## src/rtl/board_writer.sv

```systemverilog
// Write side of the tic-tac-toe board: validates move requests through a
// valid/ready handshake and stores accepted moves in nine registered cells.
module board_writer #(
  parameter int WIDTH  = 16,
  parameter int X_CODE = 1,
  parameter int O_CODE = 2
) (
  input  logic             clk,
  input  logic             rst_n,
  input  logic             clear,
  input  logic             req_valid,
  output logic             req_ready,
  input  logic [3:0]       req_sel,
  input  logic             req_player,
  output logic             resp_valid,
  output logic [2:0]       resp_code,
  output logic [WIDTH-1:0] cell1,
  output logic [WIDTH-1:0] cell2,
  output logic [WIDTH-1:0] cell3,
  output logic [WIDTH-1:0] cell4,
  output logic [WIDTH-1:0] cell5,
  output logic [WIDTH-1:0] cell6,
  output logic [WIDTH-1:0] cell7,
  output logic [WIDTH-1:0] cell8,
  output logic [WIDTH-1:0] cell9,
  output logic             turn,
  output logic [3:0]       move_count,
  output logic             board_full
);

  localparam logic [WIDTH-1:0] L_X = WIDTH'(X_CODE);
  localparam logic [WIDTH-1:0] L_O = WIDTH'(O_CODE);

  localparam logic [2:0] C_OK    = 3'd0;
  localparam logic [2:0] C_RANGE = 3'd1;
  localparam logic [2:0] C_OCC   = 3'd2;
  localparam logic [2:0] C_TURN  = 3'd3;

  typedef enum logic [1:0] {S_IDLE, S_CHECK, S_WRITE, S_RESP} state_t;

  state_t           r_state;
  state_t           w_next;
  logic [3:0]       r_sel;
  logic             r_player;
  logic [WIDTH-1:0] r_cell [9];
  logic             r_turn;
  logic [3:0]       r_count;
  logic [2:0]       r_code;
  logic [WIDTH-1:0] w_target;
  logic [2:0]       w_err;
  logic             w_sync_rst;

  // clear behaves exactly like reset; both drop any in-flight request silently
  assign w_sync_rst = !rst_n || clear;

  always_ff @(posedge clk) begin
    if (w_sync_rst) r_state <= S_IDLE;
    else            r_state <= w_next;
  end

  always_comb begin
    w_next = r_state;
    case (r_state)
      S_IDLE:  if (req_valid) w_next = S_CHECK;
      S_CHECK: w_next = (w_err != C_OK) ? S_RESP : S_WRITE;
      S_WRITE: w_next = S_RESP;
      S_RESP:  w_next = S_IDLE;
      default: w_next = S_IDLE;
    endcase
  end

  always_comb begin
    req_ready  = (r_state == S_IDLE);
    resp_valid = (r_state == S_RESP);
  end

  // Out-of-range selects read as empty; RANGE outranks OCCUPIED anyway
  always_comb begin
    w_target = '0;
    for (int i = 0; i < 9; i++)
      if (r_sel == 4'(i)) w_target = r_cell[i];
  end

  always_comb begin
    if (r_sel > 4'd8)           w_err = C_RANGE;
    else if (w_target != '0)    w_err = C_OCC;
    else if (r_player != r_turn) w_err = C_TURN;
    else                        w_err = C_OK;
  end

  always_ff @(posedge clk) begin
    if (w_sync_rst) begin
      for (int i = 0; i < 9; i++) r_cell[i] <= '0;
      r_turn   <= 1'b0;
      r_count  <= 4'd0;
      r_code   <= C_OK;
      r_sel    <= 4'd0;
      r_player <= 1'b0;
    end else begin
      case (r_state)
        S_IDLE: begin
          if (req_valid) begin
            r_sel    <= req_sel;
            r_player <= req_player;
          end
        end
        S_CHECK: begin
          if (w_err != C_OK) r_code <= w_err;
        end
        S_WRITE: begin
          for (int i = 0; i < 9; i++)
            if (r_sel == 4'(i)) r_cell[i] <= r_player ? L_O : L_X;
          r_count <= r_count + 4'd1;
          r_turn  <= ~r_turn;
          r_code  <= C_OK;
        end
        default: ;
      endcase
    end
  end

  assign resp_code  = r_code;
  assign turn       = r_turn;
  assign move_count = r_count;
  assign board_full = (r_count == 4'd9);
  assign cell1 = r_cell[0];
  assign cell2 = r_cell[1];
  assign cell3 = r_cell[2];
  assign cell4 = r_cell[3];
  assign cell5 = r_cell[4];
  assign cell6 = r_cell[5];
  assign cell7 = r_cell[6];
  assign cell8 = r_cell[7];
  assign cell9 = r_cell[8];

endmodule

```

## config.mk

```make
export PLATFORM = sky130hd
export DESIGN_NAME = board_writer
export DESIGN_NICKNAME = d
export VERILOG_FILES = /design/src/rtl/board_writer.sv
export SDC_FILE = /design/constraint.sdc
export NUM_CORES = 1
export LEC_CHECK = 0
export CAP_MARGIN = 40
export CORE_ASPECT_RATIO = 0.6
export CORE_MARGIN = 1
export CORE_UTILIZATION = 35
export DETAILED_ROUTE_END_ITERATION = 10
export HOLD_SLACK_MARGIN = 0.02
export PLACE_DENSITY = 0.78
export SLEW_MARGIN = 20
export SYNTH_ARGS = -nofsm -noshare
export SYNTH_HDL_FRONTEND = slang
export SYNTH_SLANG_ARGS = --single-unit
```

## constraint.sdc

```tcl
create_clock -name clk -period 3 [get_ports clk]
set_clock_uncertainty 0.15 [all_clocks]
set_input_delay 0.6 -clock clk [delete_from_list [all_inputs] [get_ports clk]]
set_output_delay 0.6 -clock clk [all_outputs]
set_load 0.01 [all_outputs]
```

# Word-level counts from Yosys, hierarchy flattened
# Memory sizes are Yosys's and may differ from the RTL's.
# Index checks and enable logic that the tools add are counted.
# classes
bitwise_logic,10
multipliers,0
order_cmp,1
shifts,0
n_div,0
n_addsub,1
n_eq_ne,15
mux,65
n_reduce_logical,9
# op_table
op,n
two-way mux 16 bit,9
two-way mux 1 bit,39
two-way mux 2 bit,14
"== test 4 x 3 -> 1 bit, second input constant",4
nonzero test 16 bit,1
bitwise OR 1 bit,9
"== test 4 x 2 -> 1 bit, second input constant",2
"== test 4 bit, second input constant",2
case mux 2 bit (4 select lines),1
case mux 3 bit (2 select lines),1
"adder 4 x 1 -> 4 bit, second input constant",1
"== test 2 bit, second input constant",2
"== test 4 x 1 -> 1 bit, second input constant",1
"greater-than comparator 4 bit, second input constant",1
logical NOT 4 bit,1
"inequality test 2 bit, second input constant",2
AND reduction 2 bit,2
two-way mux 3 bit,1
nonzero test 3 bit,1
"== test 2 x 1 -> 1 bit, second input constant",1
logical NOT 2 bit,1
nonzero test 2 bit,1
logical NOT 1 bit,1
logical OR 1 bit,1
other kinds (2),2
# word_totals
ramBits,18
word_cells,108
inputBits,9
register_bits,15
out_inout_bits,155
mem_bits_ro,0
latch_bits,0
n_memories,1
# mem_list
memory,depth,width,rd,rd_clocked_by_memory_dff,wr,line,source
r_cell,9,2,9,0,9,45,logic [WIDTH-1:0] r_cell [9];

# Depth between registers and ports, before layout
# logic_depth
ltp_word,16
mapped_depth,8
depth_no_buf,7

# Worst setup path before layout
# No wires, ideal clock.
# synth_timing
kind,reg2reg
from,register r_state[0]
to,"memory r_cell[0][0] (netlist bit), enable pin"
slack_ns,1.137
required_time_ns,2.512
synth_period_minus_slack_ns,1.863
setup_ns,0.338
path_stages_with_launch,6
n_path_buf,0
t_arrival_ns,1.375
path_cell_list,dfxtp_1 -> inv_1 -> ha_1 -> inv_1 -> or3_2 -> o31ai_1
# synth_lines
element,line,source
start: declaration,41,state_t r_state;
start signal: assignment,58,else r_state <= w_next;
end: declaration,45,

# Final worst setup path
# layout_timing
from,register r_state[0]
to,output port req_ready
# layout_via
elab_chain_len,1
# layout_lines
element,line,source
logical NOT 2 bit,73,req_ready = (r_state == S_IDLE);
end: declaration,12,"output logic req_ready,"
# Every way passes these cells.

==> flow_summary_export.csv <==
group,metric,value,unit
worst_setup_path,cp_slowest_stage_delay,620,ps
clock_tree,root_buffer,"clkbuf_16",
sta,finalSetupTns,0,ps
power,seqPwrFrac,41.8,%
sta,rsz0062_at_grt,"false",
routing,vias_per_cell,3.99,
global_route,grt_overflow,0,
yosys,ys.flop_type,"edfxtp_1",
place,dp_hpwl,3.70,mm
clock_tree,cts_max_level,2,
yosys,ys_types,45,
routing,vias,1634,
worst_setup_path,endpoint_kind,"output port",
global_route,antenna_found_initial,0,
sta,drv_slew,0,
yosys,syn_area,2560,sq um
cells_and_area,nets,337,
clock_tree,cts_tree,"built",
clock_tree,cts_resized,0,
routing,drt_iter0_drc,102,
power,p_switching,343,uW
clock_tree,cts.clk_slew.worst_paths,60,ps
sta,fin_crit,2530,ps
sta,fin_crit_sh,84.3,%
worst_setup_path,cp.required,2250,ps
min_path,min_path_type,"flop to flop",
clock_tree,cts_sinks,32,
worst_setup_path,crit_chain,"inv_1 -> ha_1 -> clkdlybuf4s50_1",
outcome,outcome,"finished, final reports clean",
power,ir_drop,0.222,mV
power,p_sw_share,28.9,%
sta,slew_headroom,56.9,%
worst_setup_path,cpMaxStageDelayCell,"clkdlybuf4s50_1",
floorplan,start_util,37.2,%
clock_tree,cts_hold_buf,0,
cells_and_area,fin_cells,410,
yosys,async_flop_share,0,%
sta,hold_viol_final,0,
sta,hold_ws,385,ps
yosys,syn_avg_cell_area,8.96,sq um
cells_and_area,postLayoutCoreUtil,38.5,%
power,power_leakage,1.16,nW
cells_and_area,antenna_cells,0,
place,post_dp_cell_area,2500,sq um
floorplan,die_w,112,um
floorplan,rows,23,
routing,wire_per_inst,11.3,um
place,numPortBuffers,36,
floorplan,io_pins,164,
cells_and_area,final_cell_mix,"conb_1 (127), clkdlybuf4s50_1 (36), edfxtp_1 (18)",
global_route,grt_pass1_vias,1283,
floorplan,die_area,7670,sq um
sta,worst_pin_slew,644,ps
clock_tree,post_cts.repair.setup_buffers,0,
global_route,grt_pass1_wl,6.59,mm
routing,drt_pre_antenna_iters,5,
yosys,synth_edf_count,18,
yosys,syn_inst,286,
worst_setup_path,setup.worst_path.class,"flop to output port",
clock_tree,clock_path_buffers,2,
power,powerDensity,447,nW/um^2
place,gp_congestion,0.861,
cells_and_area,drive_above_1_share,5.26,%
yosys,synth-seq-cells,32,
cells_and_area,fillCellCount,676,
worst_setup_path,crit_fanout,9,
worst_setup_path,crit_arrival,1780,ps
routing,drcViolationCount,0,
power,p_int,842,uW
global_route,grt_max_degree,18,
cells_and_area,mostFrequentLayoutCell,"conb_1",
power,pwr-share-comb,15.5,%
sta,fmax,0.395,GHz
floorplan,core_area,6880,sq um
routing,totalWireLength,4.65,mm
place,place_inst,402,
floorplan,die_y,68.3,um
yosys,synth_warnings,0,
yosys,yosysSeqAreaShare,32.0,%
clock_tree,clock_latency,280,ps
power,clkPwrFrac,42.7,%
cells_and_area,area_growth,3.52,%
worst_setup_path,startpoint_type,"flop",
cells_and_area,final_area,2650,sq um
clock_tree,numCtsBuffers,5,
run,drv_cap,0,
sta,setup_viol,0,
global_route,track_usage,11.6,%
routing,ant_nets,0,
[cells in the mapped netlist (all sizes together), types with 2 or more instances]
master	number	share of area [%]
inv	8	1.2
buf	131	39
o31ai	3	1.4
edfxtp	18	21
nand4	2	0.49
nor2	16	2.3
xnor2	3	1.0
nor3	4	0.98
ha	6	2.9
o221ai	2	0.93
o21ai	14	2.7
nand3	9	1.8
clkbuf	4	0.59
mux2i	3	1.2
o211ai	2	0.78
dfxtp	14	11
nand2	15	2.2
xor2	2	0.68
a21oi	8	1.7
nand2b	5	1.2
[worst max-delay path, delay by kind of cell, from the launching register on]
kind / cells / cell delay [ps]
adder cells (fa/ha/maj): 1 / 410
buffers and inverters: 2 / 750
flip-flops: 1 / 350
[area by class of cell]
type | instances | area (sq um) | share of cell area [%]
Multi-Input combinational cell | 237 | 1170 | 44.1
Inverter | 8 | 30.0 | 1.13
Clock inverter | 3 | 21.3 | 0.802
Timing Repair Buffer | 38 | 375 | 14.2
Clock buffer | 5 | 125 | 4.72
Sequential cell | 32 | 821 | 31.0
Tap cell | 87 | 109 | 4.11
[final timing paths]
kind / start / endpoint / slack [ps] / depth (start not counted)
max: r_state[0] / req_ready / 470 / 3
min: r_player / r_player / 380 / 2
max reg2reg: r_state[0] / r_cell[0][2] / 550 / 5
min reg2reg: r_player / r_player / 380 / 2
[through the flow]
step / power [mW] / setup slack [ps]
3_3_place_gp: 0.680 / 698
3_5_place_dp: 0.684 / 621
5_1_grt: 1.23 / 390
2_1_floorplan: 0.754 / 1140
6_report: 1.18 / 470
4_1_cts: 1.19 / 455
[metal layers]
metal	vias up	wire length, um	track usage, %	share of wire, %
li1	766	-	-	-
met1	772	2050	15.8	44
met2	88	2100	16.5	45
met3	8	420	4.52	9.0
met4	0	85	4.83	1.8
met5	-	0	0	0
[power groups by stage]
stage               registers (mW)  logic (mW)  clock network, mW
global placement             0.504       0.176                  0
CTS                          0.496       0.180              0.514
detailed placement           0.505       0.180                  0
global route                 0.498       0.205              0.530
floorplan                    0.503       0.252                  0
finish                       0.496       0.183              0.506
[state kept, by name, indices dropped and copies added (netlist names)]
name and cells:
r_state 2, r_player 1, turn 1, r_cell 18, move_count 4, r_sel 4, resp_code 2
[kinds of logic (layout without fill, tap and decap cells)]
kind of cell,after synthesis,after routing,synth area share (%)
buffers and inverters,143,54,40.7
and+or+nand+nor,60,60,11.5
AOI/OAI and AO/OA,36,36,9.72
DFF,32,32,32.0
adders and majority gates,6,6,2.93
xor gates and xnor gates,5,5,1.71
muxes,3,3,1.17
other,1,127,0.146
Note: power is estimated with default switching activity, not from simulation.
